<file path="src/rtl/ps2_kbd_fifo.sv">
// rtl/ps2_kbd_fifo.sv - PS/2 keyboard receiver with scan-code FIFO and sticky overflow.
// Optional parity checking is enabled by defining PS2_PARITY_CHECK_EN.
module ps2_kbd_fifo #(
  parameter int          FIFO_AW = 3,
  parameter logic [15:0] TIMEOUT = 16'd50000
) (
  input  logic       clk,
  input  logic       clrn,
  input  logic       ps2_clk,
  input  logic       ps2_data,
  input  logic       rdn,
  output logic [7:0] data,
  output logic       ready,
  output logic       overflow
);

  typedef enum logic [1:0] {IDLE, SHIFT, CHECK} state_t;

  localparam int              DEPTH   = 2 ** FIFO_AW;
  localparam logic [FIFO_AW:0] PTR_ONE = {{FIFO_AW{1'b0}}, 1'b1};

  state_t            state, state_nxt;
  logic [2:0]        clk_sync, dat_sync;
  logic [3:0]        bit_cnt;
  logic [9:0]        shreg;
  logic [15:0]       to_cnt;
  logic              rdn_prev;
  logic [FIFO_AW:0]  wp, rp;
  logic [7:0]        mem [0:DEPTH-1];

  logic ps2_fall, ps2_bit, timed_out, frame_ok;
  logic fifo_empty, fifo_full, rd_edge, do_pop, do_push, drop;

  assign ps2_fall  = clk_sync[2] & ~clk_sync[1];
  assign ps2_bit   = dat_sync[1];
  assign timed_out = (state == SHIFT) && !ps2_fall && (to_cnt == TIMEOUT - 16'd1);

  // shreg after ten shifts: [7:0] data, [8] parity, [9] stop.
`ifdef PS2_PARITY_CHECK_EN
  assign frame_ok = shreg[9] & (^shreg[8:0]);
`else
  assign frame_ok = shreg[9];
`endif

  assign fifo_empty = (wp == rp);
  assign fifo_full  = (wp[FIFO_AW] != rp[FIFO_AW]) &&
                      (wp[FIFO_AW-1:0] == rp[FIFO_AW-1:0]);
  assign rd_edge    = rdn_prev & ~rdn;
  assign do_pop     = rd_edge & ~fifo_empty;
  // A coincident pop frees the slot, so the push is allowed even when full.
  assign do_push    = (state == CHECK) && frame_ok && (!fifo_full || do_pop);
  assign drop       = (state == CHECK) && frame_ok && fifo_full && !do_pop;

  assign ready = ~fifo_empty;
  assign data  = mem[rp[FIFO_AW-1:0]];

  always_ff @(posedge clk) begin
    if (!clrn) state <= IDLE;
    else       state <= state_nxt;
  end

  always_comb begin
    state_nxt = state;
    case (state)
      IDLE:    if (ps2_fall && !ps2_bit) state_nxt = SHIFT;
      SHIFT: begin
        if (timed_out)                            state_nxt = IDLE;
        else if (ps2_fall && bit_cnt == 4'd10)    state_nxt = CHECK;
      end
      CHECK:   state_nxt = IDLE;
      default: state_nxt = IDLE;
    endcase
  end

  always_ff @(posedge clk) begin
    if (!clrn) begin
      clk_sync <= 3'b111;
      dat_sync <= 3'b111;
      rdn_prev <= 1'b1;
      bit_cnt  <= 4'd0;
      to_cnt   <= 16'd0;
      shreg    <= 10'd0;
      wp       <= '0;
      rp       <= '0;
      overflow <= 1'b0;
    end else begin
      clk_sync <= {clk_sync[1:0], ps2_clk};
      dat_sync <= {dat_sync[1:0], ps2_data};
      rdn_prev <= rdn;
      case (state)
        IDLE: begin
          to_cnt <= 16'd0;
          if (ps2_fall && !ps2_bit) bit_cnt <= 4'd1;
        end
        SHIFT: begin
          if (ps2_fall) begin
            shreg   <= {ps2_bit, shreg[9:1]};
            bit_cnt <= (bit_cnt == 4'd10) ? 4'd0 : bit_cnt + 4'd1;
            to_cnt  <= 16'd0;
          end else if (timed_out) begin
            bit_cnt <= 4'd0;
            to_cnt  <= 16'd0;
          end else begin
            to_cnt  <= to_cnt + 16'd1;
          end
        end
        default: begin
          bit_cnt <= 4'd0;
          to_cnt  <= 16'd0;
        end
      endcase
      if (do_push) wp <= wp + PTR_ONE;
      if (do_pop)  rp <= rp + PTR_ONE;
      if (drop)    overflow <= 1'b1;
    end
  end

  always_ff @(posedge clk) begin
    if (do_push) mem[wp[FIFO_AW-1:0]] <= shreg[7:0];
  end

endmodule

</file>
<file path="config.mk">
export PLATFORM = sky130hd
export DESIGN_NAME = ps2_kbd_fifo
export DESIGN_NICKNAME = d
export VERILOG_FILES = /design/src/rtl/ps2_kbd_fifo.sv
export SDC_FILE = /design/constraint.sdc
export NUM_CORES = 1
export LEC_CHECK = 0
export ABC_AREA = 1
export BUFFER_PORTS_ARGS = -buffer_cell sky130_fd_sc_hd__buf_2
export CORE_MARGIN = 2
export CORE_UTILIZATION = 30
export CTS_CLUSTER_DIAMETER = 80
export DETAILED_ROUTE_END_ITERATION = 6
export PLACE_DENSITY = 0.49
export SKIP_LAST_GASP = 1
export SYNTH_ARGS = -nofsm -noshare
export SYNTH_HDL_FRONTEND = slang
export SYNTH_SLANG_ARGS = --single-unit
</file>
<file path="constraint.sdc">
create_clock -name clk -period 2.1 [get_ports clk]
set_input_delay 0.42 -clock clk [delete_from_list [all_inputs] [get_ports clk]]
set_output_delay 0.42 -clock clk [all_outputs]
set_load 0.02 [all_outputs]
</file>
After elaboration in Yosys (flattened, before gate mapping)
Memories as Yosys holds them, arrays and structs flattened. A register that Yosys moved wholly into a read port is not among the register bits.
Index checks and enable logic that the tools add are counted.
Widths: inputs -> output; s select.
- bits in registers: 47
- RAM bits: 64
- input bits: 5
- output and inout port bits: 10
- memories: 1
- memory list (name ; depth ; bits a word ; read ports ; clocked after Yosys merged registers in ; write ports ; RTL line ; text):
    mem ; 8 ; 8 ; 1 ; 1 ; 1 ; 29 ; logic [7:0] mem [0:DEPTH-1];
- add/subtract/negate cells: 4
- equality and inequality tests: 10
- muxes and demuxes: 13
- bitwise gates (word level): 8
- reductions and logical operators: 19
- operators by type and width (cell ; count):
    $add 16x1->16 const B ; 1
    $eq 16x16->1 const B ; 1
    $mux 4 ; 4
    $add 4x1->4 const B ; 3
    $logic_and 1x1->1 ; 9
    $pmux 4 s2 ; 1
    $mux 2 ; 3
    $mux 3 ; 2
    $reduce_and 2->1 ; 3
    $not 1->1 ; 5
    $eq 4x4->1 ; 1
    $eq 4x4->1 const B ; 1
    $logic_not 1->1 ; 4
    $pmux 2 s2 ; 1
    $reduce_or 4->1 ; 1
    $and 1x1->1 ; 3
    $eq 3x3->1 ; 1
    $ne 3x2->1 const B ; 1
    $ne 3x3->1 const B ; 1
    $eq 2x1->1 const B ; 1
    $eq 2x2->1 const B ; 1
    $logic_not 2->1 ; 1
    $mux 1 ; 2
    $ne 2x2->1 const B ; 1
    2 further kinds ; 2

Longest topological paths before layout
Gate-level depths: netlist of the first run.
- word-level depth: 8
- mapped depth: 10

Least setup slack after synthesis of the first run
Ideal clock, no wire load.
- path kind: input port to flip-flop
- from: input port rdn
- to: memory mem[1][0], enable pin
- setup time: 383 ps
- arrival: 1498 ps
- data required time: 1717 ps
- path slack: 219 ps
- stages on the path: 5
- path buffers: 0
- path through: nor2_2 > nor2_1 > nand3_2 > nand2_4 > nor3_1
- word-level cells in the longest chain between the ends: 7
- RTL lines (element ; RTL line ; text):
    start, declared ; 11 ; input logic rdn,
    $not 1->1 ; 48 ; assign rd_edge = rdn_prev & ~rdn;
    $and 1x1->1 ; 48 ;
    $and 1x1->1 ; 49 ; assign do_pop = rd_edge & ~fifo_empty;
    $logic_or 1x1->1 ; 51 ; assign do_push = (state == CHECK) && frame_ok && (!fifo_full || do_pop);
    $logic_and 1x1->1 ; 51 ;
    $mux 1 ; 119 ; if (do_push) mem[wp[FIFO_AW-1:0]] <= shreg[7:0];
    $mux 1 (implied by the code) ; 119 ;
    end, declared ; 29 ;
Every way passes these cells.

==> qor.csv, run 1 <==
stage,metric,value,unit
place,Setup WS pre-CTS,0.3433,ns
logic_synthesis,Ys Warns,0,
power,pwr/cell area,896.0,mW/mm²
timing,endpoints failing setup,0,
final_layout,most frequent cells in the layout,"95 x nor2_1, 82 x nand2_1, 64 x edfxtp_1, 47 x dfxtp_1, 43 x o21ai_0",
critical_path,CP Cell Sequence,"inv_4, buf_6, nor2_1, o21ai_0, a21oi_1, a31oi_1, buf_2",
logic_synthesis,Synth Instances,504,
timing,Final Max Tran Viols,0,
timing,min Tclk post-route,2.003,ns
logic_synthesis,synthesized net count,514,
place,I/O Buffers,14,
critical_path,Startpoint Class,flop,
clock_tree,CTS Sinks,114,
logic_synthesis,async set or reset register ratio after synthesis,0,
floorplanning,Die Y,129.8,µm
power,part of the power in the clock network,0.546,
timing,FMAX,499.3,MHz
run,Maximum Capacitance Violations,0,
floorplanning,Std-Cell Core Area,0.01531,mm²
place,post-DP HPWL,6.755,mm
detailed_routing,post-route antenna net violation count,0,
global_route,initial antenna violation count,0,
final_layout,layout cells sized above 1,0.1649,
place,GPL Wtd Cong,0.7607,
power,Sw Ratio,0.1970,
detailed_routing,post-DR wirelength/cell,13.32,µm
critical_path,worst path required time,1.68,ns
global_route,GRT Residual Overflow,0,
critical_path,kind of critical path,flop to output pin,
timing,setup slack after layout,0.09723,ns
clock_tree,"Clk pin slew, worst setup/hold paths",0.05,ns
timing,RSZ-0062 raised after global routing,yes,
timing,normalized max-slew margin,0.6516,
power,cell internal pwr,4.201,mW
global_route,number of global-route vias before repair,3282,
critical_path,Top Family by Delay on Critical Path,buffers and inverters,
logic_synthesis,sequential share of the synthesized area,0.6159,
clock_tree,"Clk Latency, worst-skew pair",0.41,ns
critical_path,CP max stage cell,dfxtp_4,
floorplanning,Starting Density,0.3099,
global_route,first-pass GRT wire length,16.59,mm
logic_synthesis,top_reg_cell synth,edfxtp_1,
timing,Final Hold Fails,0,
critical_path,Buf/Inv on CP,3,
detailed_routing,drt first pass iters,4,
power,VDD IR max,596.4,µV
clock_tree,CTS tree,built,
power,static leakage,2.303,nW
critical_path,Crit Path Max Fanout,12,
detailed_routing,DR vias/cell,4.411,
clock_tree,H-tree levels,4,
final_layout,ant diodes,0,
global_route,largest net degree at the start of global routing,33,
detailed_routing,DRC violations left,0,
detailed_routing,Iteration-0 DRC Markers,198,
timing,Final TNS setup,0,ns
logic_synthesis,synth unique cells,28,
clock_tree,CTS Buffer Depth,2,
clock_tree,Clk Tree Root Cell,clkbuf_16,
timing,Fin Clk Skew,0.007764,ns
floorplanning,die area,0.01684,mm²
power,Flop pwr share,0.448,
logic_synthesis,"EDFF count, synth",64,
global_route,gr usage total,0.1305,
power,Comb pwr share,0.007,
timing,Slew @ Worst Pin,0.5220,ns
floorplanning,I/O Pins,15,
critical_path,CP Capture Type,output pin,
critical_path,Max stage delay on crit path,0.37,ns
run_status,outcome,completed,
detailed_routing,routed via count,3392,
floorplanning,Chip Width,129.8,µm
floorplanning,FP Rows,45,
critical_path,CP arrival,1.58,ns
logic_synthesis,"Cell Area, Synth",0.004746,mm²
detailed_routing,WL final,10.24,mm
timing,final period utilization,0.9537,
power,net switching power,1.031,mW
final_layout,P&R area growth vs syn,23.04,%
clock_tree,cts bufs inserted,17,
logic_synthesis,Synth Register Bits,114,
final_layout,post-layout util,0.3813,
logic_synthesis,Avg Inst Size Synth,9.416,µm²
worst_hold_path,Hold/Removal Path Class,primary input to flop,
final_layout,layout net count,555,
final_layout,"most common cell after layout, fill and taps aside",nor2_1,
[stage by stage]
stage / area, µm² / hold slack (ns) / cells / total power, mW
3_3_place_gp: 5145 / 0.4037 / 733 / 2.425
4_1_cts: 5778 / 0.1811 / 767 / 5.296
6_report: 5839 / 0.1955 / 769 / 5.232
2_1_floorplan: 4746 / 0.3917 / 504 / 2.410
5_1_grt: 5839 / 0.1936 / 769 / 5.410
3_5_place_dp: 5145 / 0.4008 / 733 / 2.426
[area by class of cell]
| cell class | count | area, µm² |
|---|---|---|
| Clock buffer | 17 | 425.4 |
| Clock inverter | 15 | 166.4 |
| Fill cell | 1571 | 9475 |
| Inverter | 43 | 163.9 |
| Multi-Input combinational cell | 334 | 1602 |
| Sequential cell | 114 | 2932 |
| Tap cell | 211 | 264.0 |
| Timing Repair Buffer | 35 | 286.5 |
[worst paths after layout]
path | cells past startpoint | slack [ns] | end | startpoint
setup reg to reg | 10 | 0.42 | mem[2][3]$_DFFE_PP_ | wp[0]$_SDFFE_PN0P_
hold / removal | 2 | 0.20 | dat_sync[0]$_SDFF_PN1_ | ps2_data
setup / recovery | 7 | 0.1 | data[2] | flop
hold reg to reg | 1 | 0.41 | clk_sync[1]$_SDFF_PN1_ | clk_sync[0]$_SDFF_PN1_
[per-layer routing]
| metal | routed length, µm | track usage |
|---|---|---|
| met5 | 0 | 0 |
| met4 | 72 | 0.04870 |
| met3 | 398 | 0.04100 |
| met2 | 4924 | 0.2097 |
| met1 | 4845 | 0.1655 |
[registers in the layout, summed over array words and instances (netlist names), named ones only]
name and cells:
mem 64, to_cnt 16, shreg 10, bit_cnt 4, rp 4, wp 4
clk_sync 3, dat_sync 2, state 2, overflow 1, rdn_prev 1
[worst reg2reg max path, delay by kind of cell (launching register included)]
kind	cells	cell delay (ns)
flip-flops	1	0.41
buffers and inverters	3	0.34
AND/OR/NAND/NOR	7	0.67
[synth_stat cells (2+ instances only)]
master / instances / area (µm²)
nand3_1: 19 / 95.09
nand3_2: 3 / 30.03
nor2_1: 96 / 360.4
nor3_1: 11 / 55.05
nand3b_1: 2 / 15.01
edfxtp_1: 64 / 1922
buf_2: 8 / 40.04
inv_1: 39 / 146.4
clkbuf_1: 4 / 15.01
a21oi_1: 27 / 135.1
nand4_1: 7 / 43.79
nand2_1: 82 / 307.8
or2_2: 7 / 43.79
dfxtp_1: 50 / 1001
inv_2: 3 / 11.26
ha_1: 5 / 62.56
xor2_1: 9 / 78.83
o21ai_0: 47 / 235.2
nand2_2: 5 / 31.28
a31oi_1: 8 / 50.05
[logic make-up after synthesis]
logic type               count (synthesis)  share of synthesized area
buffers and inverters                   56                    0.04719
flip-flops                             114                     0.6159
XOR/XNOR                                10                    0.01846
AO/OA/AOI/OAI                           83                    0.09017
adder cells (fa/ha/maj)                  5                    0.01318
AND/OR/NAND/NOR                        236                     0.2151
[what timing repair did]
action,CTS,global route
pin swaps,0,1
cloned,0,1
gates resized for setup,9,15
endpoints found under the setup margin,8,8
buffers inserted,2,1
hold buffers,0,0
[power by group through the flow]
stage / logic, mW / registers, mW / clock network, mW
floorplan: 0.0205 / 2.39 / 0
global placement: 0.0342 / 2.39 / 0
detailed placement: 0.0345 / 2.39 / 0
CTS: 0.0347 / 2.34 / 2.92
global route: 0.0393 / 2.34 / 3.03
finish: 0.0342 / 2.34 / 2.86
Note: power is estimated with default switching activity, not from simulation.
==> run 2: changes to the inputs <==
Settings changed: CORE_UTILIZATION 30 to 61, PLACE_DENSITY 0.49 to 0.89.
==> qor.csv, run 2 (synthesized netlist as in run 1, its figures left out) <==
stage,metric,value,unit
final_layout,"most common cell after layout, fill and taps aside",nor2_1,
global_route,gr usage total,0.2811,
power,static leakage,2.368,nW
critical_path,CP Capture Type,output pin,
place,Setup WS pre-CTS,0.2142,ns
final_layout,P&R area growth vs syn,25.31,%
critical_path,worst path required time,1.68,ns
timing,FMAX,448.2,MHz
final_layout,ant diodes,0,
critical_path,R2R cell count,9,
floorplanning,Starting Density,0.6206,
detailed_routing,Iteration-0 DRC Markers,308,
clock_tree,"Clk pin slew, worst setup/hold paths",0.06,ns
timing,RSZ-0062 raised after global routing,yes,
final_layout,area of the multi-input gates,0.001685,mm²
global_route,GRT Residual Overflow,0,
detailed_routing,DRC violations left,0,
timing,final period utilization,1.063,
global_route,initial antenna violation count,0,
detailed_routing,DR vias/cell,5.605,
floorplanning,Std-Cell Core Area,0.007647,mm²
floorplanning,FP Rows,32,
floorplanning,I/O Pins,15,
timing,Slew @ Worst Pin,0.4911,ns
floorplanning,Die Y,92.21,µm
timing,Final Max Tran Viols,0,
clock_tree,H-tree levels,4,
timing,setup slack after layout,-0.1313,ns
critical_path,CP arrival,1.81,ns
place,"Cell Area, Placed",0.004986,mm²
final_layout,layout net count,560,
global_route,largest net degree at the start of global routing,18,
clock_tree,CTS tree,built,
place,post-DP HPWL,6.224,mm
power,VDD IR max,572.5,µV
critical_path,kind of critical path,flop to output pin,
clock_tree,"Clk Latency, worst-skew pair",0.51,ns
critical_path,Crit Path Max Fanout,8,
timing,min Tclk post-route,2.231,ns
critical_path,R2R Setup Slk,0.41,ns
worst_hold_path,Hold/Removal Path Class,primary input to flop,
clock_tree,Clk Tree Root Cell,clkbuf_8,
run_status,violated checks,negative setup slack,
power,pwr/cell area,889.0,mW/mm²
timing,normalized max-slew margin,0.6691,
clock_tree,CTS Sinks,114,
floorplanning,Chip Width,92.21,µm
critical_path,Startpoint Class,flop,
detailed_routing,post-route antenna net violation count,0,
clock_tree,# hold bufs at CTS,0,
run,Maximum Capacitance Violations,0,
clock_tree,CTS Buffer Depth,2,
final_layout,Layout fillers,467,
timing,Fin Clk Skew,0.006935,ns
timing,Final TNS setup,-0.5397,ns
detailed_routing,drt first pass iters,5,
global_route,first-pass GRT wire length,17.68,mm
clock_tree,cts bufs inserted,17,
place,I/O Buffers,14,
final_layout,Final Cell Area,0.005947,mm²
detailed_routing,WL final,11.30,mm
run_status,outcome,finished with violations,
place,GPL Wtd Cong,0.8750,
detailed_routing,post-DR wirelength/cell,16.99,µm
floorplanning,die area,0.008502,mm²
timing,endpoints failing setup,8,
worst_hold_path,Hold Path Stages,2,
final_layout,most frequent cells in the layout,"90 x nor2_1, 75 x nand2_1, 64 x edfxtp_1, 45 x dfxtp_1, 37 x inv_1",
global_route,number of global-route vias before repair,3640,
final_layout,layout cells sized above 1,0.2149,
final_layout,max reg flops,64,
final_layout,sequential cell area,0.002934,mm²
timing,Final Hold Fails,0,
detailed_routing,routed via count,3727,
## run 2: worst paths after layout
check | startpoint | end
max | flop | data[5]
min | ps2_clk | clk_sync[0]$_SDFF_PN1_
max reg2reg | rdn_prev$_SDFF_PN1_ | mem[2][7]$_DFFE_PP_
min reg2reg | dat_sync[0]$_SDFF_PN1_ | dat_sync[1]$_SDFF_PN1_
## run 2: worst max-delay path, cell delays in order, from the launching register on
cell     delay (ns)
dfxtp_4        0.40
buf_12         0.13
buf_16         0.13
nor2_1         0.05
nor2_1         0.09
o21ai_1        0.10
a31oi_1        0.21
buf_4          0.17
## run 2: layout make-up
cell class                      instances  share of cell area
Clock buffer                           18             0.07027
Timing Repair Buffer                   40             0.07153
Multi-Input combinational cell        334              0.2834
Clock inverter                         14             0.03135
Sequential cell                       114              0.4934
Tap cell                              102             0.02146
Inverter                               43             0.02861
## run 2: per-layer routing
| metal | routed length (µm) | global-route usage | vias up |
|---|---|---|---|
| li1 | - | - | 1788 |
| met1 | 4268 | 0.3005 | 1764 |
| met4 | 373 | 0.1281 | 0 |
| met2 | 6057 | 0.5239 | 144 |
| met5 | 0 | 0 | - |
| met3 | 598 | 0.06409 | 31 |
## run 2: timing repair
item                       CTS  global route
cloned                       5             0
pin swaps                   12            10
resized for setup           53            25
setup endpoints to repair    8             9
setup buffers                7             0
## run 2: report_power, final
group	internal (mW)	switching, mW	total [mW]
clock network	1.92	0.995	2.91
registers	2.34	0.00360	2.34
logic	0.00969	0.0212	0.0308
## run 2: stage by stage
step,hold WS (ns),cells,util,power [mW]
6_report,0.09249,665,0.7777,5.287
5_1_grt,0.07963,665,0.7777,5.414
4_1_cts,0.07408,665,0.7719,5.299
3_5_place_dp,0.4026,621,0.6520,2.421
3_3_place_gp,0.3961,621,0.6520,2.420
2_1_floorplan,0.3917,504,-,2.410
